<file path="src/rtl/display_formatter.sv">
// Nine-digit seven-segment formatter: snapshots digit registers on a frame tick,
// encodes one digit per cycle into a staging image, then commits all 72 bits at once.
module display_formatter #(
    parameter int BLINK_FRAMES = 16
) (
    input  logic        clk,
    input  logic        rst,
    input  logic        wr_en,
    input  logic [3:0]  wr_addr,
    input  logic [6:0]  wr_data,
    input  logic        frame_tick,
    output logic [71:0] display_bits,
    output logic        busy,
    output logic        frame_missed,
    output logic [1:0]  dbg_state
);

    // Handshake: frame_tick is a one-cycle request accepted only while busy is low;
    // a request seen while busy is dropped and reported by frame_missed on the next cycle.
    typedef enum logic [1:0] {
        S_IDLE   = 2'd0,
        S_ENCODE = 2'd1,
        S_COMMIT = 2'd2
    } state_t;

    state_t      r_state;
    state_t      w_next;
    logic [6:0]  r_digit [9];
    logic [6:0]  r_shadow [9];
    logic        r_shadow_phase;
    logic        r_blink_phase;
    logic [7:0]  r_blink_cnt;
    logic [3:0]  r_idx;
    logic [71:0] r_staging;
    logic [71:0] r_display;
    logic        r_missed;
    logic [7:0]  w_enc_byte;

    function automatic logic [7:0] encode_digit(input logic [6:0] d, input logic phase);
        logic [6:0] seg;
        case (d[3:0])
            4'h0: seg = 7'h3F;  4'h1: seg = 7'h06;  4'h2: seg = 7'h5B;  4'h3: seg = 7'h4F;
            4'h4: seg = 7'h66;  4'h5: seg = 7'h6D;  4'h6: seg = 7'h7D;  4'h7: seg = 7'h07;
            4'h8: seg = 7'h7F;  4'h9: seg = 7'h6F;  4'hA: seg = 7'h77;  4'hB: seg = 7'h7C;
            4'hC: seg = 7'h39;  4'hD: seg = 7'h5E;  4'hE: seg = 7'h79;  default: seg = 7'h71;
        endcase
        if (d[5] || (d[6] && phase)) begin
            encode_digit = 8'h00;
        end else begin
            encode_digit = {d[4], seg};
        end
    endfunction

    assign w_enc_byte = encode_digit(r_shadow[r_idx], r_shadow_phase);

    always_ff @(posedge clk) begin
        if (rst) begin
            r_state <= S_IDLE;
        end else begin
            r_state <= w_next;
        end
    end

    always_comb begin
        w_next = r_state;
        case (r_state)
            S_IDLE:   if (frame_tick) w_next = S_ENCODE;
            S_ENCODE: if (r_idx == 4'd8) w_next = S_COMMIT;
            S_COMMIT: w_next = S_IDLE;
            default:  w_next = S_IDLE;
        endcase
    end

    // Digit registers keep accepting writes regardless of encode progress.
    always_ff @(posedge clk) begin
        if (rst) begin
            for (int i = 0; i < 9; i++) r_digit[i] <= 7'b0100000;
        end else if (wr_en && (wr_addr <= 4'd8)) begin
            r_digit[wr_addr] <= wr_data;
        end
    end

    always_ff @(posedge clk) begin
        if (rst) begin
            for (int i = 0; i < 9; i++) r_shadow[i] <= 7'b0100000;
            r_shadow_phase <= 1'b0;
            r_blink_phase  <= 1'b0;
            r_blink_cnt    <= 8'd0;
            r_idx          <= 4'd0;
            r_staging      <= 72'd0;
            r_display      <= 72'd0;
            r_missed       <= 1'b0;
        end else begin
            r_missed <= frame_tick && (r_state != S_IDLE);
            case (r_state)
                S_IDLE: begin
                    if (frame_tick) begin
                        r_shadow       <= r_digit;
                        r_shadow_phase <= r_blink_phase;
                        r_idx          <= 4'd0;
                        if (r_blink_cnt == 8'(BLINK_FRAMES - 1)) begin
                            r_blink_cnt   <= 8'd0;
                            r_blink_phase <= ~r_blink_phase;
                        end else begin
                            r_blink_cnt <= r_blink_cnt + 8'd1;
                        end
                    end
                end
                S_ENCODE: begin
                    r_staging[{r_idx, 3'b000} +: 8] <= w_enc_byte;
                    r_idx                           <= r_idx + 4'd1;
                end
                S_COMMIT: r_display <= r_staging;
                default: ;
            endcase
        end
    end

    assign display_bits = r_display;
    assign busy         = (r_state != S_IDLE);
    assign frame_missed = r_missed;
    assign dbg_state    = r_state;

endmodule

</file>
<file path="config.mk">
export PLATFORM = sky130hd
export DESIGN_NAME = display_formatter
export DESIGN_NICKNAME = d
export VERILOG_FILES = /design/src/rtl/display_formatter.sv
export SDC_FILE = /design/constraint.sdc
export NUM_CORES = 1
export LEC_CHECK = 0
export BUFFER_PORTS_ARGS = -buffer_cell sky130_fd_sc_hd__buf_2
export CAP_MARGIN = 20
export CORE_UTILIZATION = 53
export CTS_BUF_LIST = sky130_fd_sc_hd__clkbuf_4 sky130_fd_sc_hd__clkbuf_8 sky130_fd_sc_hd__clkbuf_16
export CTS_CLUSTER_DIAMETER = 200
export DETAILED_ROUTE_END_ITERATION = 8
export GPL_TIMING_DRIVEN = 0
export PLACE_DENSITY = 0.72
export SLEW_MARGIN = 20
export SYNTH_ARGS = -nofsm -noshare
export SYNTH_HDL_FRONTEND = slang
export SYNTH_SLANG_ARGS = --single-unit
</file>
<file path="constraint.sdc">
create_clock -name clk -period 5.5 [get_ports clk]
set_input_delay 0.275 -clock clk [delete_from_list [all_inputs] [get_ports clk]]
set_output_delay 0.275 -clock clk [all_outputs]
set_load 0.01 [all_outputs]
</file>
# Word-level counts from Yosys, hierarchy flattened
# Memory sizes are Yosys's and may differ from the RTL's.
# Index checks and enable logic that the tools add are counted.
# op_classes
add_sub_neg	3
magnitude_cmp	4
eq_ne	6
shift	2
mux	14
bitwise_logic	3
n_reduce_logical	12
# ops
operator	n
72-bit bitwise mux	1
8-bit by 9-bit variable shift with 72-bit output, first input constant	1
8-bit by 9-bit variable part select with 72-bit output	1
63-bit bitwise mux	1
7-bit binary-select mux with 4-bit select	1
7-bit demux with 4-bit select	1
7-bit 2-to-1 mux	3
8-bit 2-to-1 mux	2
5-bit >= comparator, second input constant	2
4-bit NOT with 5-bit output	2
7-bit negation with 9-bit output	1
8-bit by 1-bit adder with 8-bit output, second input constant	1
8-bit by 4-bit == test with 1-bit output, second input constant	1
4-bit one-hot mux with 2 select lines	1
2-bit AND reduction	3
5-bit by 1-bit less-than comparator with 1-bit output, second input constant	1
4-bit by 1-bit adder with 4-bit output, second input constant	1
4-bit == test, second input constant	1
4-bit less-or-equal comparator, second input constant	1
1-bit logical AND	4
2-bit 2-to-1 mux	2
4-bit 2-to-1 mux	1
2-bit inequality test, second input constant	2
2-bit one-hot mux with 2 select lines	1
7 further kinds	8
# totals
reg_bits	287
mem_bits_ro	112
in_bits	15
output_inout_bits	76
word_cells	71
memories	1
# mem_list
memory	depth	width	read_ports	rd_ports_with_merged_regs	write_ports	line_no	text
(no name shown)	16	7	1	0	0	41	case (d[3:0])

# Logic depth before layout (Yosys ltp)
# depth
depth_word	9
ltp_mapped	15
ltp_nobuf	11

# Worst setup path before layout
# No wires, ideal clock.
# synth_path
kind	flip-flop to flip-flop
from	register r_idx[0]
to	register r_staging[37]
setup_ns	0.060
arrival_ns	2.710
t_required_ns	5.440
slack_ns	2.729
stages_incl_launch_ff	15
n_path_buf	3
period_less_slack_ns	2.771
cell_sequence	dfxtp_1 buf_6 buf_6 buf_2 mux2i_1 o22ai_1 o21bai_1 and2_1 inv_1 ha_1 and3_1 a31o_2 o21bai_1 a21boi_4 a22o_1
# synth_between
elab_chain_cells	9
elab_cells_between_ends	12
cone_classes	add/sub: 1; shift: 2; mux: 5; bitwise: 1; reduce/logical: 2; memory: 1
# synth_rtl
item	line_no	text
from (decl)	33	logic [3:0] r_idx;
from (signal assigned)	111	r_idx <= r_idx + 4'd1;
branches (longest 8 deep; another with memory read 16 x 7 bit)	--	
72-bit bitwise mux *	110	r_staging[{r_idx, 3'b000} +: 8] <= w_enc_byte;
to (signal, indexed assignment)	110	
to (decl)	34	logic [71:0] r_staging;
# Mark *: on every way between the ends. The select of a mux whose other input is x is not followed.
# A chain may end at the register's enable or synchronous reset.

# Final worst setup path
# layout_path
from	register r_idx[1]
to	register r_staging[30]
# The elaborated chain is that of the path after synthesis.

==> impl_metrics.tcl <==
set metrics [dict create \
    relSlewSlack_pct 26.2 \
    n_fill_cell 1844 \
    htree_levels 1 \
    min_period_ns 3.75 \
    avgViaCountPerCell 5.39 \
    max_freq_mhz 267 \
    min_from "rst" \
    clk_path_buf_depth 3 \
    rrSetupSlack_ns 1.75 \
    max_cap_viol_count 0 \
    clk_pin_slew_worst_paths_ns 0.06 \
    cp_slowest_cell "dfxtp_1" \
    setup_viol 0 \
    layout_common_cells "343 x nand2_1, 287 x dfxtp_1, 142 x a21oi_1" \
    gp_congestion 0.883 \
    gr-total-overflow 0 \
    arrival_ns 4.20 \
    antenna_found_initial 0 \
    cts_setup_buffers 0 \
    r2r-end "r_staging[30]" \
    grt_max_degree 15 \
    final_common_cell "nand2_1" \
    skew_ns 0.0128 \
    r2r-start "r_idx[1]" \
    placementRows 52 \
    cp_cell_sequence "buf_4 > buf_2 > mux2i_1 > o22ai_1 > o21bai_1 > and2_1 > inv_1 > ha_1 > and3_1 > a31o_2 > a31oi_1 > o211ai_1 > o21ai_0" \
    synthArstFlopShare_pct 0 \
    synth_edf_count 0 \
    hold_viol 0 \
    drv_slew 0 \
    insertedDiodeCount 0 \
    avgRoutedWirePerCell_um 16.4 \
    cts_tree "done" \
    netlist_area_um2 11000 \
    end_kind "flip-flop" \
    syn_inst 1255 \
    core_area_um2 20300 \
    vias 8937 \
    io_buffers 83 \
    drive_above_1_share_pct 11.7 \
    grt_usage_pct 25.6 \
    worstPathMaxFanout 10 \
    clock_latency_ns 0.54 \
    grt_first_pass_wirelength_um 43600 \
    tightestPinTransition_ns 1.10 \
    root_buffer "clkbuf_16" \
    fin_crit_sh_pct 68.2 \
    p_leak_nw 4.90 \
    avgSynthCellArea_um2 8.76 \
    met1_usage_pct 32.8 \
    grt_pass1_vias 8320 \
    final.setup.tns_ns 0 \
    ys.flop_type "dfxtp_1" \
    synth_seq_area_share_pct 52.3 \
    areaGrowthSynthToFinish_pct 15.7 \
    holdPathEnd "r_staging[1]" \
    die_width_um 146 \
    worstSetupPathType "reg -> reg" \
    powerDensity_nw_per_um2 337 \
    ant_nets 0 \
    ys_ff_latch 287 \
    worstPathRequired_ns 5.95 \
    dr.pass1.iters 5 \
    post-route-drc-count 0 \
    wl_um 27300 \
    grt.busiest_layer "met2" \
    hold_ws_ns 0.172 \
    drt_iter0_drc 610 \
    final_util_pct 62.7 \
    initial_utilization_pct 54.2 \
    peakVddDrop_mv 0.312 \
    dieArea_um2 21300 \
    io_pins 91 \
    status "finished, final reports clean" \
    cts_num_sinks 287 \
    die_h_um 146 \
    holdCritPathClass "in -> reg" \
    place_hpwl_um 19500 \
    met2_usage_pct 44.0 \
    min_path_cells 4 \
    globalRouteMet3Util_pct 3.34 \
    post_synth_num_cell_types 62 \
    syn_nets 1279 \
    start_kind "flip-flop" \
    worst_r2r_path_depth 13 \
    cts_buffers 29 \
    nets 1394 \
    ys_warn_count 0 \
    rsz0062_at_grt "no" \
    cpPeakStageDelay_ns 0.55 \
]
power breakdown:
part / internal (mW) / switching (mW)
clock network: 1.18 / 0.780
registers: 2.10 / 0.0122
logic: 0.0591 / 0.162
total: 3.34 / 0.954
layout make-up:
type | count | area [um2] | area share (%)
Timing Repair Buffer | 84 | 425 | 3.34
Sequential cell | 287 | 5750 | 45.2
Clock buffer | 41 | 866 | 6.81
Inverter | 7 | 26.3 | 0.207
Tap cell | 270 | 338 | 2.66
Clock inverter | 8 | 96.3 | 0.758
Buffer | 90 | 377 | 2.96
Multi-Input combinational cell | 871 | 4840 | 38.1
what timing repair did:
action / CTS / global route
hold buffers: 1 / 0
hold endpoints to repair: 1 / 0
resized for setup: 0 / 0
metrics by stage:
stage	power [mW]	area, um2	setup WS [ns]	instances
2_1_floorplan	2.30	11000	2.73	1255
3_3_place_gp	2.37	11700	1.87	1608
3_5_place_dp	2.37	11700	1.85	1608
4_1_cts	4.32	12700	1.82	1658
5_1_grt	4.42	12700	1.56	1658
6_report	4.29	12700	1.75	1658
sequential cells by signal, indices dropped and copies added (netlist names):
| register | flops |
|---|---|
| r_blink_phase | 1 |
| display_bits | 72 |
| r_digit | 63 |
| r_shadow | 63 |
| r_idx | 4 |
| r_staging | 72 |
| dbg_state | 2 |
| frame_missed | 1 |
| r_shadow_phase | 1 |
| r_blink_cnt | 8 |
critical path: cells and delay by family (launching register included):
kind,cells,cell delay [ns]
muxes,1,0.25
DFF,1,0.55
adders and majority gates,1,0.22
AOI/OAI and AO/OA,6,1.50
and+or+nand+nor,2,0.47
buffers and inverters,3,0.68
cells in the mapped netlist (5+ instances only):
library cell	instances	area (um2)
nor2_1	91	342
nand3_1	29	145
o21ai_0	19	95.1
xor2_1	6	52.6
mux2_2	6	67.6
inv_1	7	26.3
nand2b_1	8	50.1
nand2_1	343	1290
ha_1	9	113
a21oi_1	142	711
a22o_1	28	245
mux2i_1	81	811
dfxtp_1	287	5750
mux4_2	5	113
nor3_1	6	30.0
o31ai_1	16	120
o22ai_1	7	43.8
clkbuf_1	71	267
buf_1	10	37.5
worst max-delay path by stage:
stage / endpoint / slack, ns / start / depth (start not counted)
after floorplan: r_staging[37] / 2.73 / r_idx[0] / 14
after global routing: r_staging[62] / 1.56 / r_idx[1] / 13
after CTS: r_staging[30] / 1.82 / r_idx[1] / 13
after global placement: r_staging[38] / 1.87 / r_idx[1] / 13
final: r_staging[30] / 1.75 / r_idx[1] / 13
after detailed placement: r_staging[38] / 1.85 / r_idx[1] / 13
kinds of logic after synthesis:
logic type               synth area share, %
flip-flops                              52.3
adder cells (fa/ha/maj)                 1.02
multiplexers                            9.01
AND/OR/NAND/NOR                         19.1
buffers and inverters                   3.67
XOR/XNOR                               0.797
AO/OA/AOI/OAI                           14.1
routing by layer:
metal	routed length, um	vias to the layer above
li1	-	4479
met1	12000	4159
met2	13100	234
met3	1250	65
met4	952	0
met5	0	-
(Power assumes the default switching activity.)
